[config.mk]
export PLATFORM = sky130hd
export DESIGN_NAME = clk_div_monitor_flat
export DESIGN_NICKNAME = d
export VERILOG_FILES = /design/src/rtl/clk_div_mon_pkg.sv /design/src/rtl/clk_div_monitor_if.sv /design/src/rtl/clk_div_edge_det.sv /design/src/rtl/clk_div_monitor.sv /design/src/flat_wrapper.sv
export SDC_FILE = /design/constraint.sdc
export NUM_CORES = 1
export LEC_CHECK = 0
export BUFFER_PORTS_ARGS = -buffer_cell sky130_fd_sc_hd__buf_2
export CAP_MARGIN = 15
export CORE_UTILIZATION = 53
export CTS_CLUSTER_SIZE = 24
export DETAILED_ROUTE_END_ITERATION = 7
export GPL_TIMING_DRIVEN = 0
export PLACE_DENSITY = 0.73
export SLEW_MARGIN = 20
export SYNTH_ARGS = -nofsm -noshare
export SYNTH_HDL_FRONTEND = slang
export SYNTH_SLANG_ARGS = --single-unit
[constraint.sdc]
create_clock -name clk -period 3 [get_ports clk]
set_input_delay 0.45 -clock clk [delete_from_list [all_inputs] [get_ports clk]]
set_output_delay 0.45 -clock clk [all_outputs]
set_load 0.05 [all_outputs]
[src/rtl/clk_div_mon_pkg.sv]
// rtl/clk_div_mon_pkg.sv - shared types and constants for the divided-clock monitor
//
// Purpose: monitor FSM state encoding and the width of the good-measurement counter.
// Ports:   none (package).

package clk_div_mon_pkg;

   typedef enum logic [1:0] {
      IDLE = 2'd0,
      SYNC = 2'd1,
      MEAS = 2'd2
   } state_t;

   // Holds LOCK_CNT values 1..15.
   localparam int GOOD_W = 4;

endpackage

[src/rtl/clk_div_monitor_if.sv]
// rtl/clk_div_monitor_if.sv - control, expectation and status bundle of the divided-clock monitor
//
// Purpose: groups the monitor's functional signals; master drives, slave (the monitor) observes.
// Ports:   en, div_in, exp_period, exp_high, err_clr          (master -> slave)
//          rise_pulse, fall_pulse, meas_valid, period_cnt,
//          high_cnt, locked, err                              (slave -> master)

interface clk_div_monitor_if #(
   parameter int CNT_W = 8
) ();

   logic             en;
   logic             div_in;
   logic [CNT_W-1:0] exp_period;
   logic [CNT_W-1:0] exp_high;
   logic             err_clr;

   logic             rise_pulse;
   logic             fall_pulse;
   logic             meas_valid;
   logic [CNT_W-1:0] period_cnt;
   logic [CNT_W-1:0] high_cnt;
   logic             locked;
   logic             err;

   modport master (
      output en, div_in, exp_period, exp_high, err_clr,
      input  rise_pulse, fall_pulse, meas_valid, period_cnt, high_cnt, locked, err
   );

   modport slave (
      input  en, div_in, exp_period, exp_high, err_clr,
      output rise_pulse, fall_pulse, meas_valid, period_cnt, high_cnt, locked, err
   );

endinterface

[src/rtl/clk_div_edge_det.sv]
// rtl/clk_div_edge_det.sv - edge detector for a divided clock level sampled in the clk domain
//
// Purpose: detects rising/falling edges of div_in, suppressed until one enabled cycle has
//          passed so a level that is already high at enable does not look like an edge.
// Ports:   clk, rstn          clock, asynchronous active-low reset
//          en                 enable; low disarms detection from the next cycle
//          div_in             divided clock level
//          rise, fall         combinational detection in the current cycle
//          rise_pulse,
//          fall_pulse         registered copies, one cycle after detection

module clk_div_edge_det (
   input  logic clk,
   input  logic rstn,
   input  logic en,
   input  logic div_in,
   output logic rise,
   output logic fall,
   output logic rise_pulse,
   output logic fall_pulse
);

   logic div_q;
   logic primed;

   assign rise = div_in & ~div_q & primed;
   assign fall = ~div_in & div_q & primed;

   always_ff @(posedge clk or negedge rstn) begin
      if (!rstn) begin
         div_q      <= 1'b0;
         primed     <= 1'b0;
         rise_pulse <= 1'b0;
         fall_pulse <= 1'b0;
      end else begin
         div_q      <= div_in;
         // primed follows en by one cycle: armed only once div_q holds an enabled sample
         primed     <= en;
         rise_pulse <= rise;
         fall_pulse <= fall;
      end
   end

endmodule

[src/rtl/clk_div_monitor.sv]
// rtl/clk_div_monitor.sv - period/high-time checker and lock/error reporter for a divided clock
//
// Purpose: measures period and high time of div_in in clk cycles between rising edges,
//          compares them with exp_period/exp_high (within TOL), declares lock after
//          LOCK_CNT consecutive matches and raises a sticky err on loss of lock or timeout.
// Ports:   clk, rstn   clock, asynchronous active-low reset
//          mon         clk_div_monitor_if slave: en, div_in, exp_period, exp_high, err_clr in;
//                      rise_pulse, fall_pulse, meas_valid, period_cnt, high_cnt, locked, err out

module clk_div_monitor
   import clk_div_mon_pkg::*;
#(
   parameter int CNT_W    = 8,
   parameter int LOCK_CNT = 4,
   parameter int TOL      = 0
) (
   input logic               clk,
   input logic               rstn,
   clk_div_monitor_if.slave  mon
);

   localparam logic [CNT_W-1:0]  PCNT_MAX = '1;
   localparam logic [CNT_W-1:0]  TOL_V    = CNT_W'(TOL);
   localparam logic [GOOD_W-1:0] LOCK_V   = GOOD_W'(LOCK_CNT);

   function automatic logic [CNT_W-1:0] abs_diff(input logic [CNT_W-1:0] a,
                                                 input logic [CNT_W-1:0] b);
      return (a > b) ? (a - b) : (b - a);
   endfunction

   logic rise;
   logic fall;
   logic rise_pulse_q;
   logic fall_pulse_q;

   clk_div_edge_det u_edge_det (
      .clk        (clk),
      .rstn       (rstn),
      .en         (mon.en),
      .div_in     (mon.div_in),
      .rise       (rise),
      .fall       (fall),
      .rise_pulse (rise_pulse_q),
      .fall_pulse (fall_pulse_q)
   );

   state_t              state;
   logic [CNT_W-1:0]    pcnt;
   logic [CNT_W-1:0]    hcnt;
   logic                fall_seen;
   logic [GOOD_W-1:0]   good;
   logic [GOOD_W-1:0]   good_inc;
   logic [CNT_W-1:0]    period_q;
   logic [CNT_W-1:0]    high_q;
   logic                meas_valid_q;
   logic                locked_q;
   logic                err_q;

   logic in_meas;
   logic capture;
   logic timeout;
   logic match;
   logic err_set;

   assign in_meas  = mon.en && (state == MEAS);
   assign capture  = in_meas && rise;
   // A rise on the same cycle as the terminal count is still a valid measurement.
   assign timeout  = in_meas && !rise && (pcnt == PCNT_MAX);
   assign match    = (mon.exp_period != '0)
                  && (abs_diff(pcnt, mon.exp_period) <= TOL_V)
                  && (abs_diff(hcnt, mon.exp_high) <= TOL_V);
   assign good_inc = (good == LOCK_V) ? good : good + 1'b1;
   assign err_set  = timeout || (capture && !match && locked_q);

   always_ff @(posedge clk or negedge rstn) begin
      if (!rstn) begin
         state        <= IDLE;
         pcnt         <= '0;
         hcnt         <= '0;
         fall_seen    <= 1'b0;
         good         <= '0;
         period_q     <= '0;
         high_q       <= '0;
         meas_valid_q <= 1'b0;
         locked_q     <= 1'b0;
         err_q        <= 1'b0;
      end else begin
         meas_valid_q <= 1'b0;

         // set has priority over a simultaneous clear
         if (err_set) begin
            err_q <= 1'b1;
         end else if (mon.err_clr) begin
            err_q <= 1'b0;
         end

         if (!mon.en) begin
            state     <= IDLE;
            locked_q  <= 1'b0;
            good      <= '0;
            pcnt      <= '0;
            hcnt      <= '0;
            fall_seen <= 1'b0;
         end else begin
            case (state)
               IDLE: begin
                  state <= SYNC;
               end
               SYNC: begin
                  if (rise) begin
                     state     <= MEAS;
                     pcnt      <= CNT_W'(1);
                     hcnt      <= CNT_W'(1);
                     fall_seen <= 1'b0;
                  end
               end
               MEAS: begin
                  if (rise) begin
                     period_q     <= pcnt;
                     high_q       <= hcnt;
                     meas_valid_q <= 1'b1;
                     if (match) begin
                        good <= good_inc;
                        if (good_inc == LOCK_V) begin
                           locked_q <= 1'b1;
                        end
                     end else begin
                        good     <= '0;
                        locked_q <= 1'b0;
                     end
                     pcnt      <= CNT_W'(1);
                     hcnt      <= CNT_W'(1);
                     fall_seen <= 1'b0;
                  end else if (timeout) begin
                     state    <= SYNC;
                     good     <= '0;
                     locked_q <= 1'b0;
                     pcnt     <= '0;
                     hcnt     <= '0;
                  end else begin
                     pcnt <= pcnt + 1'b1;
                     // high time is the first high run after the rise; later glitches are ignored
                     if (mon.div_in && !fall_seen) begin
                        hcnt <= hcnt + 1'b1;
                     end
                     if (fall) begin
                        fall_seen <= 1'b1;
                     end
                  end
               end
               default: begin
                  state <= IDLE;
               end
            endcase
         end
      end
   end

   assign mon.rise_pulse = rise_pulse_q;
   assign mon.fall_pulse = fall_pulse_q;
   assign mon.meas_valid = meas_valid_q;
   assign mon.period_cnt = period_q;
   assign mon.high_cnt   = high_q;
   assign mon.locked     = locked_q;
   assign mon.err        = err_q;

endmodule

[src/flat_wrapper.sv]
// flat-port wrapper written by rule: the top's interface ports become plain ports
module clk_div_monitor_flat import clk_div_mon_pkg::*;
#(
   parameter int CNT_W    = 8,
   parameter int LOCK_CNT = 4,
   parameter int TOL      = 0
)
  (clk, rstn, mon_en, mon_div_in, mon_exp_period, mon_exp_high, mon_err_clr, mon_rise_pulse, mon_fall_pulse, mon_meas_valid, mon_period_cnt, mon_high_cnt, mon_locked, mon_err);
  clk_div_monitor_if #(.CNT_W(CNT_W)) mon_i ();
  input logic clk;
  input logic rstn;
  input wire logic [$bits(mon_i.en)-1:0] mon_en;
  input wire logic [$bits(mon_i.div_in)-1:0] mon_div_in;
  input wire logic [$bits(mon_i.exp_period)-1:0] mon_exp_period;
  input wire logic [$bits(mon_i.exp_high)-1:0] mon_exp_high;
  input wire logic [$bits(mon_i.err_clr)-1:0] mon_err_clr;
  output wire logic [$bits(mon_i.rise_pulse)-1:0] mon_rise_pulse;
  output wire logic [$bits(mon_i.fall_pulse)-1:0] mon_fall_pulse;
  output wire logic [$bits(mon_i.meas_valid)-1:0] mon_meas_valid;
  output wire logic [$bits(mon_i.period_cnt)-1:0] mon_period_cnt;
  output wire logic [$bits(mon_i.high_cnt)-1:0] mon_high_cnt;
  output wire logic [$bits(mon_i.locked)-1:0] mon_locked;
  output wire logic [$bits(mon_i.err)-1:0] mon_err;
  assign mon_i.en = mon_en;
  assign mon_i.div_in = mon_div_in;
  assign mon_i.exp_period = mon_exp_period;
  assign mon_i.exp_high = mon_exp_high;
  assign mon_i.err_clr = mon_err_clr;
  assign mon_rise_pulse = mon_i.rise_pulse;
  assign mon_fall_pulse = mon_i.fall_pulse;
  assign mon_meas_valid = mon_i.meas_valid;
  assign mon_period_cnt = mon_i.period_cnt;
  assign mon_high_cnt = mon_i.high_cnt;
  assign mon_locked = mon_i.locked;
  assign mon_err = mon_i.err;
  clk_div_monitor #(.CNT_W(CNT_W), .LOCK_CNT(LOCK_CNT), .TOL(TOL)) u_core (.clk(clk), .rstn(rstn), .mon(mon_i));
endmodule
-- After elaboration in Yosys (flattened, before gate mapping)
Index checks and enable logic that the tools add are counted.
- input port bits: 21
- flip-flop bits (word level): 46
- bitwise logic cells: 6
- equal/unequal tests: 15
- $lt $le $gt $ge: 4
- add/subtract/negate cells: 7
- reduce and logical (&&, ||, !) cells: 23
- muxes and demuxes: 40
- operator list (kind ; count):
    $mux W8 ; 10
    $pmux W8 S2 ; 2
    $sub A8 B8 Y8 ; 4
    $mux W4 ; 6
    $add A8 B1 Y8 const B ; 2
    $gt A8 B8 Y1 ; 2
    $le A8 B1 Y1 const B ; 2
    $mux W1 ; 16
    $reduce_and A3 Y1 ; 4
    $logic_and A1 B1 Y1 ; 9
    $eq A4 B3 Y1 const B ; 2
    $eq A8 B8 Y1 const B ; 1
    $mux W2 ; 4
    $ne A4 B3 Y1 const B ; 2
    $reduce_bool A8 Y1 ; 1
    $ne A3 B1 Y1 const B ; 2
    $ne A3 B2 Y1 const B ; 2
    $pmux W2 S3 ; 1
    $ne A5 B3 Y1 const B ; 1
    $add A4 B1 Y4 const B ; 1
    $and A1 B1 Y1 ; 4
    $ne A4 B4 Y1 const B ; 1
    $reduce_and A2 Y1 ; 2
    $reduce_and A4 Y1 ; 1
    10 further kinds ; 13

-- Longest topological paths before layout
Gate-level depths: netlist (run 1).
- word-level depth: 10
- gate-level depth with buffers: 10
- gate-level depth less buffers: 9

-- Hierarchy
From an unflattened synthesis (run 1), not the netlist that was laid out.
- cell total of the unflattened synthesis: 392
- area total of the unflattened synthesis: 3363.2 µm²
- by module, submodules not included (module ; cells each ; instances ; area each (µm²)):
    clk_div_monitor ; 386 ; 1 ; 3245.6
    clk_div_edge_det ; 6 ; 1 ; 117.6

-- Worst setup path before layout (run 1)
Ideal clock, no wire load.
- kind: input port to flip-flop
- start: input mon_exp_period[5]
- end: register u_core.err_q (netlist: u_core.mon.err)
- stages on the path: 10
- setup slack: 483 ps
- path buffers: 1
- arrival time: 2397 ps
- cell sequence: inv_1 > ha_1 > buf_6 > nor2b_1 > o31ai_2 > nand2_1 > or4_4 > a2111oi_4 > o22ai_1 > a31o_2
- cells in the longest elaborated chain, start to end: 10
- elaborated cells on any way between the ends: 14
- those cells by class: add/sub (2); order compare (2); mux (2); reduce/logical (8)
- RTL lines (what ; line ; text):
    from (decl) ; flat_wrapper.sv:14 ; input wire logic [$bits(mon_i.exp_period)-1:0] mon_exp_period;
    $sub A8 B8 Y8 / $gt A8 B8 Y1 (equally long branches) ; clk_div_monitor.sv:28 ; return (a > b) ? (a - b) : (b - a);
    $mux W8 ; clk_div_monitor.sv:28 ;
    $le A8 B1 Y1 ; clk_div_monitor.sv:70 ; && (abs_diff(pcnt, mon.exp_period) <= TOL_V)
    $logic_and A1 B1 Y1 * ; clk_div_monitor.sv:70 ;
    $logic_and A1 B1 Y1 * ; clk_div_monitor.sv:71 ; && (abs_diff(hcnt, mon.exp_high) <= TOL_V);
    $logic_not A1 Y1 * ; clk_div_monitor.sv:73 ; assign err_set = timeout || (capture && !match && locked_q);
    $logic_and A1 B1 Y1 * (2 in series) ; clk_div_monitor.sv:73 ;
    $logic_or A1 B1 Y1 * ; clk_div_monitor.sv:73 ;
    $mux W1 / $reduce_bool A2 Y1 (equally long branches) ; -- ;
    to (signal assigned) ; clk_div_monitor.sv:86 ; err_q <= 1'b0;
    to (signal assigned) ; clk_div_monitor.sv:92 ; err_q <= 1'b1;
    to (signal assigned) ; clk_div_monitor.sv:94 ; err_q <= 1'b0;
    to (decl) ; clk_div_monitor.sv:57 ; logic err_q;
Mark *: on every way between the ends. The rest lies on a longest branch, timed or not.
A chain may end at the register's enable or synchronous reset.

-- Final worst setup path (run 1)
- start: register u_core.pcnt[6]
- end: register u_core.err_q (netlist: u_core.mon.err)
- cells in the longest elaborated chain, start to end: 10
- elaborated cells on any way between the ends: 15
- those cells by class: add/sub (2); order compare (2); eq/ne (1); mux (2); reduce/logical (8)
- RTL lines (what ; line ; text):
    from (decl) ; clk_div_monitor.sv:48 ; logic [CNT_W-1:0] pcnt;
    from (signal assigned) ; clk_div_monitor.sv:141 ; pcnt <= pcnt + 1'b1;
    $sub A8 B8 Y8 / $gt A8 B8 Y1 (equally long branches) ; clk_div_monitor.sv:28 ;
    $mux W8 ; clk_div_monitor.sv:28 ;
    $le A8 B1 Y1 ; clk_div_monitor.sv:70 ;
    $logic_and A1 B1 Y1 ; clk_div_monitor.sv:70 ;
    $logic_and A1 B1 Y1 ; clk_div_monitor.sv:71 ;
    $logic_not A1 Y1 ; clk_div_monitor.sv:73 ;
    $logic_and A1 B1 Y1 (2 in series) ; clk_div_monitor.sv:73 ;
    $logic_or A1 B1 Y1 * ; clk_div_monitor.sv:73 ;
    $mux W1 / $reduce_bool A2 Y1 (equally long branches) ; -- ;
Marked as above.

==> results of run 1 <==
==> state kept, by name, summed over array words and instances (netlist names) <==
name / cells
u_core.u_edge_det.primed: 1
u_core.mon.locked: 1
u_core.mon.err: 1
u_core.u_edge_det.div_q: 1
u_core.pcnt: 8
u_core.mon.meas_valid: 1
u_core.u_edge_det.fall_pulse: 1
u_core.good: 4
u_core.fall_seen: 1
u_core.state: 2
u_core.mon.period_cnt: 8
u_core.mon.high_cnt: 8
u_core.u_edge_det.rise_pulse: 1
u_core.hcnt: 8
==> cells by family (layout without fill, tap and decap cells) <==
logic type | Yosys count | in the layout | synth area share, %
buf+inv | 52 | 101 | 7.12
xor+xnor | 9 | 9 | 2.22
mux | 17 | 17 | 5.36
fa+ha+maj | 34 | 34 | 12.0
compound gates | 111 | 111 | 21.6
flops | 46 | 46 | 32.4
simple gates | 123 | 123 | 19.3
==> synthesized netlist by cell type, drive strengths merged, types with 2 or more instances <==
| master | number |
|---|---|
| a211o | 5 |
| a211oi | 4 |
| a21o | 4 |
| a21oi | 26 |
| a311oi | 2 |
| a31o | 2 |
| a31oi | 2 |
| a32oi | 2 |
| and2 | 4 |
| and3 | 3 |
| and4 | 2 |
| buf | 11 |
| clkbuf | 3 |
| dfrtp | 46 |
| ha | 34 |
| inv | 38 |
| mux2 | 16 |
| nand2 | 35 |
| nand2b | 3 |
| nand3 | 15 |
| nand4 | 6 |
| nor2 | 20 |
| nor2b | 6 |
| nor3 | 10 |
| nor3b | 2 |
| nor4 | 4 |
| nor4b | 2 |
| o211ai | 4 |
| o21a | 5 |
| o21ai | 25 |
| o21bai | 2 |
| o22ai | 6 |
| o311ai | 2 |
| o31a | 2 |
| o31ai | 9 |
| or3 | 3 |
| or4 | 2 |
| xnor2 | 4 |
| xor2 | 5 |
==> critical path, stage by stage (launching register included) <==
cell and delay, ns:
dfrtp_1 0.50, ha_1 0.32, buf_2 0.19, and4_1 0.26
a21boi_0 0.28, nor3_1 0.10, xnor2_1 0.17, a2111oi_4 0.38
o22ai_1 0.18, a31o_2 0.28
==> cell type report <==
cell class / instances / area (µm²)
buffer: 14 / 110
clock buffer: 7 / 86.3
clock inverter: 1 / 5.00
fill: 572 / 2480
inverter: 38 / 143
multi-input combinational: 294 / 2150
sequential: 46 / 1150
tap: 77 / 96.3
timing repair buffer: 41 / 208
==> layer usage <==
layer / vias up / track usage, %
met5: - / 0
li1: 1520 / -
met1: 1451 / 32.9
met4: 0 / 6.11
met3: 7 / 2.97
met2: 64 / 39.2
==> worst max-delay path by stage <==
stage	cells after the start	slack, ns	end	start
2_1_floorplan	10	0.48	u_core.mon.err	mon_exp_period[5]
3_3_place_gp	11	0.15	u_core.good[1]	mon_exp_high[4]
3_5_place_dp	11	0.09	u_core.good[1]	mon_exp_high[4]
4_1_cts	9	0.23	u_core.good[1]	u_core.hcnt[3]
5_1_grt	9	0.006	u_core.good[1]	u_core.pcnt[6]
6_report	9	0.24	u_core.mon.err	u_core.pcnt[6]
==> per-stage QoR <==
step	setup WS [ns]	power (mW)	hold WS, ns	instance area, µm²
after CTS	0.231	1.25	0.305	3940
final	0.238	1.24	0.137	3950
after detailed placement	0.0865	0.862	0.491	3850
after global placement	0.154	0.855	0.484	3850
after floorplan	0.483	0.796	0.154	3550
after global routing	0.00555	1.30	0.178	3950
==> power by group <==
group	internal (mW)	leakage, nW	switching, mW
clock	0.186	0.0482	0.199
combinational	0.0851	1.22	0.127
sequential	0.628	0.631	0.0101
==> results by group, run 1 <==
Floorplanning
  – Initial Util: 55.3%
  – Die area: 7030 µm²
  – Die Width: 83.9 µm
  – Rows: 29
  – Core area: 6420 µm²
  – IO Count: 42
  – Die height: 83.9 µm

Min path
  – HP Class: in -> async

Cells and area
  – Antenna cells: 0
  – Ratio of cells with drive above 1 in the final layout: between 20% and 30%
  – Final core utilization: roughly 61%
  – Fin cells: 518
  – Final nets: about 500
  – Most frequent cells in the layout: dfrtp_1 (46), buf_2 (44), inv_1 (38)
  – Commonest non-fill, non-tap cell in the layout: dfrtp_1
  – Layout area overhead: 11.1%

Global routing
  – Pin count of the biggest net entering global routing: 47
  – All-Layer GR Usage: a little under a quarter
  – Initial antenna violation count: 0
  – First-pass GRT wire length: roughly 14000 µm
  – Vias in the first global route: 2872
  – Final global-route overflow total: 0

Worst setup path
  – R2r startpoint: u_core.pcnt[6]
  – WP data arrival: 2.95 ns
  – Setup crit end kind: flop
  – R2R Path End: u_core.mon.err
  – CP max FO: 10
  – Setup CP Type: reg -> reg
  – Worst Setup Start Kind: flop
  – Reg-to-reg slack, setup: 0.24 ns
  – Worst Reg-to-Reg Cells: 9
  – CP required: 3.18 ns

Synthesis
  – Mapped Cells: 392
  – Register area share after synthesis: 32.4%
  – Post-synthesis register bit count: 46
  – Distinct cell type count of the synthesized netlist: 65
  – Avg Inst Size Synth: 9.06 µm²
  – Asr flop ratio synth: between 90% and 100%
  – Synthesized Nets: 447
  – Warnings from Yosys: 0
  – Syn Std Cell Area: about 3600 µm²
  – Largest cells by area after synthesis: dfrtp_1 (32%), ha_1 (12%), mux2_2 (5.1%), inv_1 (4.0%), nand2_1 (3.7%)
  – Synth top area share: 32.4%
  – Top cell type by total area after synthesis: dfrtp_1
  – Post-synth EDFFs: 0
  – Most used DFF post-synth: dfrtp_1

STA
  – Clk_skew: ~0.0081 ns
  – Final min period: approximately 2.8 ns
  – Max-slew violations: 0
  – Endpoints failing setup: 0
  – Worst slew pin tran: about 0.73 ns
  – Setup TNS: 0 ns
  – Relative slew slack: 51.1%
  – Final hold vios: 0
  – Max Fclk: 0.362 GHz
  – RSZ-0062 raised after global routing: false
  – Final Cycle Share: 92.1%

Clocking
  – Max clock buf depth: 2
  – Gates resized, CTS repair: 0
  – CTS tree: built
  – Worst-path clk slew: 0.08 ns
  – Hold buffer count at CTS: 0
  – Root buffer cell: clkbuf_8
  – CTS H-tree lvls: 2
  – CTS Buf Count: 5
  – Clock sink count: between 40 and 50
  – Postcts setup bufs: 0
  – Latest clock arrival within the worst-skew pair: 0.30 ns

Route
  – Met3 WL: 265 µm
  – Metal1 wirelength: around 4000 µm
  – Final antenna-violating net count: 0
  – Routed wire per std cell: 15.3 µm
  – Top Layer Used: met4
  – DRT Pass-1 Iters: 6
  – Drt total wl: 7950 µm
  – Post-DR vias/cell: between 5 and 6
  – Drt initial violations: between 100 and 150
  – Residual DRC: 2
  – DR WL met2: 3710 µm
  – Via Count: 3042

Status
  – Status: finished, violations left
  – Violated checks: design-rule violations

Place
  – Dpl hpwl: 6200 µm
  – Placed Cells incl. Taps: 510
  – Port buffer count: 41
  – GP Congestion: around 0.87

Power and ir drop
  – Peak supply drop: 0.000303 V
  – Pleak: roughly 1.9 nW
  – PwrDens: roughly 310 nW/µm²

Flow run
  – MaxCap Viol Count: 0
(Power assumes the default switching activity.)
==> run 2, diff against run 1 <==
--- a/config.mk
+++ b/config.mk
@@ -5,9 +5,11 @@
 export SDC_FILE = /design/constraint.sdc
 export NUM_CORES = 1
 export LEC_CHECK = 0
+export ABC_CLOCK_PERIOD_IN_PS = 3000
 export BUFFER_PORTS_ARGS = -buffer_cell sky130_fd_sc_hd__buf_2
-export CAP_MARGIN = 15
+export CAP_MARGIN = 10
 export CORE_UTILIZATION = 53
+export CTS_BUF_LIST = sky130_fd_sc_hd__clkbuf_8
 export CTS_CLUSTER_SIZE = 24
 export DETAILED_ROUTE_END_ITERATION = 7
 export GPL_TIMING_DRIVEN = 0
==> results by group, run 2 (synthesis results as in run 1) <==
Floorplanning
  – Die Width: 83.9 µm (unchanged)
  – Die height: 83.9 µm (unchanged)
  – Initial Util: 55.3% (unchanged)
  – Die area: 7030 µm² (unchanged)
  – IO Count: 42 (unchanged)
  – Core area: 6420 µm² (unchanged)
  – Rows: 29 (unchanged)

Worst setup path
  – Worst Setup Start Kind: flop
  – Slowest cell on the critical path: dfrtp_1
  – Reg-to-reg slack, setup: 0.24 ns (about the same)
  – WP data arrival: 2.95 ns (about the same)
  – Setup CP Type: reg -> reg
  – Critical Path Stages: 9 (unchanged)
  – Cell family with most CP delay: compound AO/OA/AOI/OAI gates
  – CP required: 3.19 ns (about the same)
  – Worst Reg-to-Reg Cells: 9 (unchanged)
  – CP max FO: 10 (unchanged)
  – CP cell instances: ha_1, buf_2, and4_1, a21boi_0, nor3_1, xnor2_1, a2111oi_4, o22ai_1, a31o_2
  – Setup crit end kind: flop
  – Largest stage delay, worst path: 0.50 ns (about the same)
  – Crit path buf inv count: 1 (unchanged)

Power and ir drop
  – Combinational Power Share: 17.2% (about the same)
  – Internal power: 896 µW (-0.37%)
  – Sequential share of power: 51.7% (about the same)
  – Sw Ratio: 27.4% (+0.20 points)
  – Peak supply drop: 0.000305 V (+0.72%)
  – Clock group share of total power: 31.1% (about the same)
  – Switch Pwr: 339 µW (+0.62%)
  – Pleak: 1.90 nW (+0.22%)
  – PwrDens: 313 nW/µm² (-0.10%)

Clocking
  – Postcts setup bufs: 0 (unchanged)
  – CTS tree: built
  – Worst-path clk slew: 0.08 ns (about the same)
  – Clock sink count: 46 (unchanged)
  – Gates resized, CTS repair: 0 (unchanged)
  – Latest clock arrival within the worst-skew pair: 0.30 ns (about the same)
  – CTS H-tree lvls: 2 (unchanged)
  – Root buffer cell: clkbuf_8
  – Max clock buf depth: 2 (unchanged)
  – CTS Buf Count: 5 (unchanged)
  – Hold buffer count at CTS: 0 (unchanged)

STA
  – Clk_skew: 0.00886 ns (+0.000741 ns)
  – Final hold vios: 0 (unchanged)
  – Setup TNS: 0 ns (unchanged)
  – Endpoints failing setup: 0 (unchanged)
  – Max Fclk: 0.362 GHz (about the same)
  – Max-slew violations: 0 (unchanged)
  – Final min period: 2.76 ns (-0.00119 ns)
  – Worst slew pin tran: 0.734 ns (+0.00368 ns)
  – RSZ-0062 raised after global routing: false
  – Relative slew slack: 50.9% (-0.25 points)
  – Final Cycle Share: 92.0% (about the same)

Route
  – DRT Pass-1 Iters: 7 (+1)
  – Post-DR vias/cell: 5.89 (+0.36%)
  – Via Count: 3053 (+0.36%)
  – Routed wire per std cell: 15.5 µm (+0.70%)
  – Final antenna-violating net count: 0 (unchanged)
  – Drt total wl: 8000 µm (+0.70%)
  – Residual DRC: 2 (unchanged)
  – Drt initial violations: 110 (+0.92%)

Global routing
  – All-Layer GR Usage: 23.7% (unchanged)
  – Final global-route overflow total: 0 (unchanged)
  – GR peak layer: met2
  – Met1 Resource Use GR: 32.9% (unchanged)
  – Met2 Use GR: 39.2% (unchanged)
  – Pin count of the biggest net entering global routing: 47 (unchanged)
  – First-pass GRT wire length: 13500 µm (unchanged)
  – Vias in the first global route: 2872 (unchanged)
  – Grt met3 use: 2.97% (unchanged)
  – Initial antenna violation count: 0 (unchanged)

Place
  – GP Congestion: 0.873 (unchanged)
  – Port buffer count: 41 (unchanged)
  – Area after DPL: 3850 µm² (unchanged)
  – Placed Cells incl. Taps: 510 (unchanged)
  – Dpl hpwl: 6200 µm (unchanged)

Cells and area
  – Layout area overhead: 11.1% (unchanged)
  – Commonest non-fill, non-tap cell in the layout: dfrtp_1
  – Fillcell total: 572 (unchanged)
  – Post-route cell area: 3950 µm² (unchanged)
  – Final nets: 495 (unchanged)
  – Fin cells: 518 (unchanged)
  – Ratio of cells with drive above 1 in the final layout: 21.3% (unchanged)
  – Most frequent cells in the layout: dfrtp_1 (46), buf_2 (44), inv_1 (39)
  – Antenna cells: 0 (unchanged)

Status
  – Violated checks: design-rule violations
  – Status: finished, violations left

Min path
  – HP Class: in -> async

Flow run
  – MaxCap Viol Count: 0 (unchanged)
[run 2: cell count changes in the layout (fill, tap and decap cells not counted), sizes merged]
cell,previous run,this run
inv,38,39
clkbuf,10,9
[run 2: final cells by class]
| cell class | count | area (µm²) | share of cell area (%) |
|---|---|---|---|
| Multi-Input combinational cell | 294 | 2150 | 54.4 |
| Sequential cell | 46 | 1150 | 29.2 |
| Timing Repair Buffer | 41 | 208 | 5.26 |
| Buffer | 14 | 110 | 2.79 |
| Clock buffer | 6 | 82.6 | 2.09 |
| Tap cell | 77 | 96.3 | 2.44 |
| Clock inverter | 2 | 8.76 | 0.222 |
| Inverter | 38 | 143 | 3.61 |
[run 2: routing by layer]
layer / part of all wire [%] / vias up
met5: 0 / -
met4: 0.92 / 0
met3: 4.0 / 7
met2: 47 / 65
met1: 48 / 1460
li1: - / 1521
[run 2: path summary, 6_finish.rpt]
path,from,endpoint
min in group clk,mon_div_in,u_core.u_edge_det.div_q
min reg2reg,u_core.mon.period_cnt[1],u_core.mon.period_cnt[1]
min,rstn,u_core.pcnt[3]
max,u_core.pcnt[6],u_core.mon.err
max reg2reg,u_core.pcnt[6],u_core.mon.err
max in group asynchronous,rstn,u_core.mon.high_cnt[3]
[run 2: worst reg2reg max path: cells and delay by family (launching register included)]
| kind | cells | cell delay, ns |
|---|---|---|
| buffers and inverters | 1 | 0.19 |
| XOR/XNOR | 1 | 0.16 |
| flip-flops | 1 | 0.50 |
| AND/OR/NAND/NOR | 2 | 0.36 |
| AO/OA/AOI/OAI | 4 | 1.12 |
| adder cells (fa/ha/maj) | 1 | 0.32 |
[run 2: per-stage QoR]
stage	hold slack [ns]	utilization (%)	setup slack [ns]	power (mW)
2_1_floorplan	0.154	-	0.483	0.796
3_3_place_gp	0.484	60.0	0.154	0.855
5_1_grt	0.178	61.4	0.00555	1.30
4_1_cts	0.305	61.4	0.231	1.25
6_report	0.141	61.4	0.239	1.23
3_5_place_dp	0.491	60.0	0.0865	0.862
[run 2: power groups by stage]
stage                     clock, mW  sequential [mW]  combinational [mW]
after global routing          0.421            0.640               0.239
after detailed placement          0            0.650               0.211
after global placement            0            0.650               0.205
after floorplan                   0            0.655               0.140
final                         0.384            0.638               0.212
after CTS                     0.398            0.638               0.212
==> run 3, diff against run 2 <==
--- a/config.mk
+++ b/config.mk
@@ -8,11 +8,13 @@
 export ABC_CLOCK_PERIOD_IN_PS = 3000
 export BUFFER_PORTS_ARGS = -buffer_cell sky130_fd_sc_hd__buf_2
 export CAP_MARGIN = 10
+export CORE_ASPECT_RATIO = 0.75
 export CORE_UTILIZATION = 53
 export CTS_BUF_LIST = sky130_fd_sc_hd__clkbuf_8
 export CTS_CLUSTER_SIZE = 24
 export DETAILED_ROUTE_END_ITERATION = 7
 export GPL_TIMING_DRIVEN = 0
+export MAX_ROUTING_LAYER = met4
 export PLACE_DENSITY = 0.73
 export SLEW_MARGIN = 20
 export SYNTH_ARGS = -nofsm -noshare
==> results by group, run 3 (synthesis results as in run 1) <==
Worst setup path
  – R2R Path End: u_core.good[1]
  – Critical Path Stages: 9 (unchanged)
  – WP data arrival: 3.00 ns (+0.05 ns)
  – Largest stage delay, worst path: 0.50 ns (about the same)
  – Worst Setup SP: u_core.pcnt[6]
  – Setup CP Type: reg -> reg
  – Worst Setup Start Kind: flop
  – R2r startpoint: u_core.pcnt[6]
  – Slowest cell on the critical path: dfrtp_1
  – Cell family with most CP delay: compound AO/OA/AOI/OAI gates
  – CP cell instances: ha_1, buf_2, and4_1, a21boi_0, nor3_1, xnor2_1, a2111oi_4, o221ai_2, o31ai_1
  – Worst Reg-to-Reg Cells: 9 (unchanged)
  – Setup crit end kind: flop
  – Crit path buf inv count: 1 (unchanged)
  – CP required: 3.21 ns (+0.02 ns)
  – Reg-to-reg slack, setup: 0.21 ns (-0.03 ns)
  – CP max FO: 10 (unchanged)
  – Crit path capture: u_core.good[1]

Floorplanning
  – Die Width: 96.5 µm (+15%)
  – IO Count: 42 (unchanged)
  – Initial Util: 55.6% (+0.36 points)
  – Core area: 6380 µm² (-0.64%)
  – Rows: 25 (-14%)
  – Die height: 72.9 µm (-13%)
  – Die area: 7030 µm² (about the same)

Route
  – Via Count: 3073 (+0.66%)
  – Drt initial violations: 110 (unchanged)
  – Drt total wl: 7990 µm (-0.22%)
  – Final antenna-violating net count: 0 (unchanged)
  – Routed wire per std cell: 15.3 µm (-0.99%)
  – Residual DRC: 0 (-2)
  – Post-DR vias/cell: 5.89 (-0.12%)
  – DRT Pass-1 Iters: 4 (-3)

Power and ir drop
  – Pleak: 1.91 nW (+0.29%)
  – Sequential share of power: 49.0% (-2.7 points)
  – Clock group share of total power: 34.6% (+3.5 points)
  – Switch Pwr: 344 µW (+1.7%)
  – Combinational Power Share: 16.4% (-0.8 points)
  – Sw Ratio: 26.4% (-1.0 points)
  – Internal power: 959 µW (+7.0%)
  – Peak supply drop: 0.000537 V (+76%)
  – PwrDens: 328 nW/µm² (+4.9%)

Global routing
  – First-pass GRT wire length: 13200 µm (-2.6%)
  – Vias in the first global route: 2719 (-5.3%)
  – Pin count of the biggest net entering global routing: 47 (unchanged)
  – Initial antenna violation count: 0 (unchanged)
  – Final global-route overflow total: 0 (unchanged)
  – All-Layer GR Usage: 24.9% (+1.3 points)

Clocking
  – CTS Buf Count: 5 (unchanged)
  – Worst-path clk slew: 0.09 ns (about the same)
  – Max clock buf depth: 2 (unchanged)
  – Root buffer cell: clkbuf_8
  – Latest clock arrival within the worst-skew pair: 0.29 ns (about the same)
  – CTS tree: built
  – Clock sink count: 46 (unchanged)
  – Gates resized, CTS repair: 0 (unchanged)
  – Hold buffer count at CTS: 0 (unchanged)
  – Postcts setup bufs: 0 (unchanged)
  – CTS H-tree lvls: 2 (unchanged)

Status
  – Status: finished clean

STA
  – Final hold vios: 0 (unchanged)
  – Final Cycle Share: 93.0% (+0.96 points)
  – Endpoints failing setup: 0 (unchanged)
  – Relative slew slack: 54.5% (+3.6 points)
  – Max-slew violations: 0 (unchanged)
  – Clk_skew: 0.00616 ns (-0.00270 ns)
  – RSZ-0062 raised after global routing: false
  – Setup TNS: 0 ns (unchanged)
  – Max Fclk: 0.358 GHz (-1.0%)
  – Final min period: 2.79 ns (+0.0289 ns)
  – Worst slew pin tran: 0.680 ns (-0.0536 ns)

Cells and area
  – Final nets: 495 (unchanged)
  – Fillcell total: 572 (unchanged)
  – Post-route cell area: 3970 µm² (+0.57%)
  – Ratio of cells with drive above 1 in the final layout: 21.5% (+0.23 points)
  – Antenna cells: 0 (unchanged)
  – Layout area overhead: 11.8%
  – Commonest non-fill, non-tap cell in the layout: dfrtp_1
  – Most frequent cells in the layout: dfrtp_1 (46), buf_2 (44), inv_1 (38)

Place
  – Dpl hpwl: 6200 µm (about the same)
  – Port buffer count: 41 (unchanged)
  – Area after DPL: 3860 µm² (+0.13%)
  – GP Congestion: 0.846 (-3.1%)

Min path
  – HP Class: in -> async

Flow run
  – MaxCap Viol Count: 0 (unchanged)
[run 3: changes by cell type in the layout (fill, tap and decap cells not counted)]
cell,delta
clkbuf_8,-1
clkinv_2,+1
bufinv_16,+1
inv_1,-1
[run 3: layout make-up]
class                      count  area, µm²  area share [%]
buffer                        14        110            2.77
clock buffer                   5       68.8            1.73
clock inverter                 3       40.0            1.01
inverter                      38        143            3.59
multi-input combinational    294       2150            54.1
sequential                    46       1150            29.0
tap                           81        101            2.55
timing repair buffer          41        208            5.23
[run 3: through the flow]
stage	util (%)	power, mW	setup WS, ns	hold slack [ns]	cells
finish	62.2	1.30	0.210	0.155	522
global route	62.2	1.37	0.0588	0.183	522
CTS	62.2	1.31	0.251	0.309	522
detailed placement	60.5	0.861	0.0623	0.490	514
global placement	60.5	0.856	0.141	0.484	514
floorplan	-	0.796	0.483	0.154	392
[run 3: worst min path at each step]
stage / from / to / depth (start not counted)
floorplan: rstn / u_core.fall_seen / 0
global placement: u_core.mon.high_cnt[4] / u_core.mon.high_cnt[4] / 1
detailed placement: u_core.mon.period_cnt[4] / u_core.mon.period_cnt[4] / 1
CTS: mon_en / u_core.u_edge_det.primed / 1
global route: rstn / u_core.hcnt[3] / 1
finish: rstn / u_core.mon.err / 1
[run 3: worst reg2reg max path: stages (launching register included)]
cell,delay (ns)
dfrtp_1,0.50
ha_1,0.32
buf_2,0.19
and4_1,0.25
a21boi_0,0.30
nor3_1,0.11
xnor2_1,0.17
a2111oi_4,0.37
o221ai_2,0.24
o31ai_1,0.25
[run 3: power groups by stage]
stage | sequential [mW] | combinational [mW] | clock [mW]
3_5_place_dp | 0.650 | 0.211 | 0
3_3_place_gp | 0.650 | 0.206 | 0
5_1_grt | 0.640 | 0.240 | 0.491
6_report | 0.638 | 0.214 | 0.450
2_1_floorplan | 0.655 | 0.140 | 0
4_1_cts | 0.638 | 0.213 | 0.462
[run 3: per-layer routing]
layer | track usage (%) | share of wire [%]
met2 | 34.3 | 42
met4 | 6.05 | 1.1
met1 | 38.7 | 52
met5 | - | 0
met3 | 2.92 | 4.4
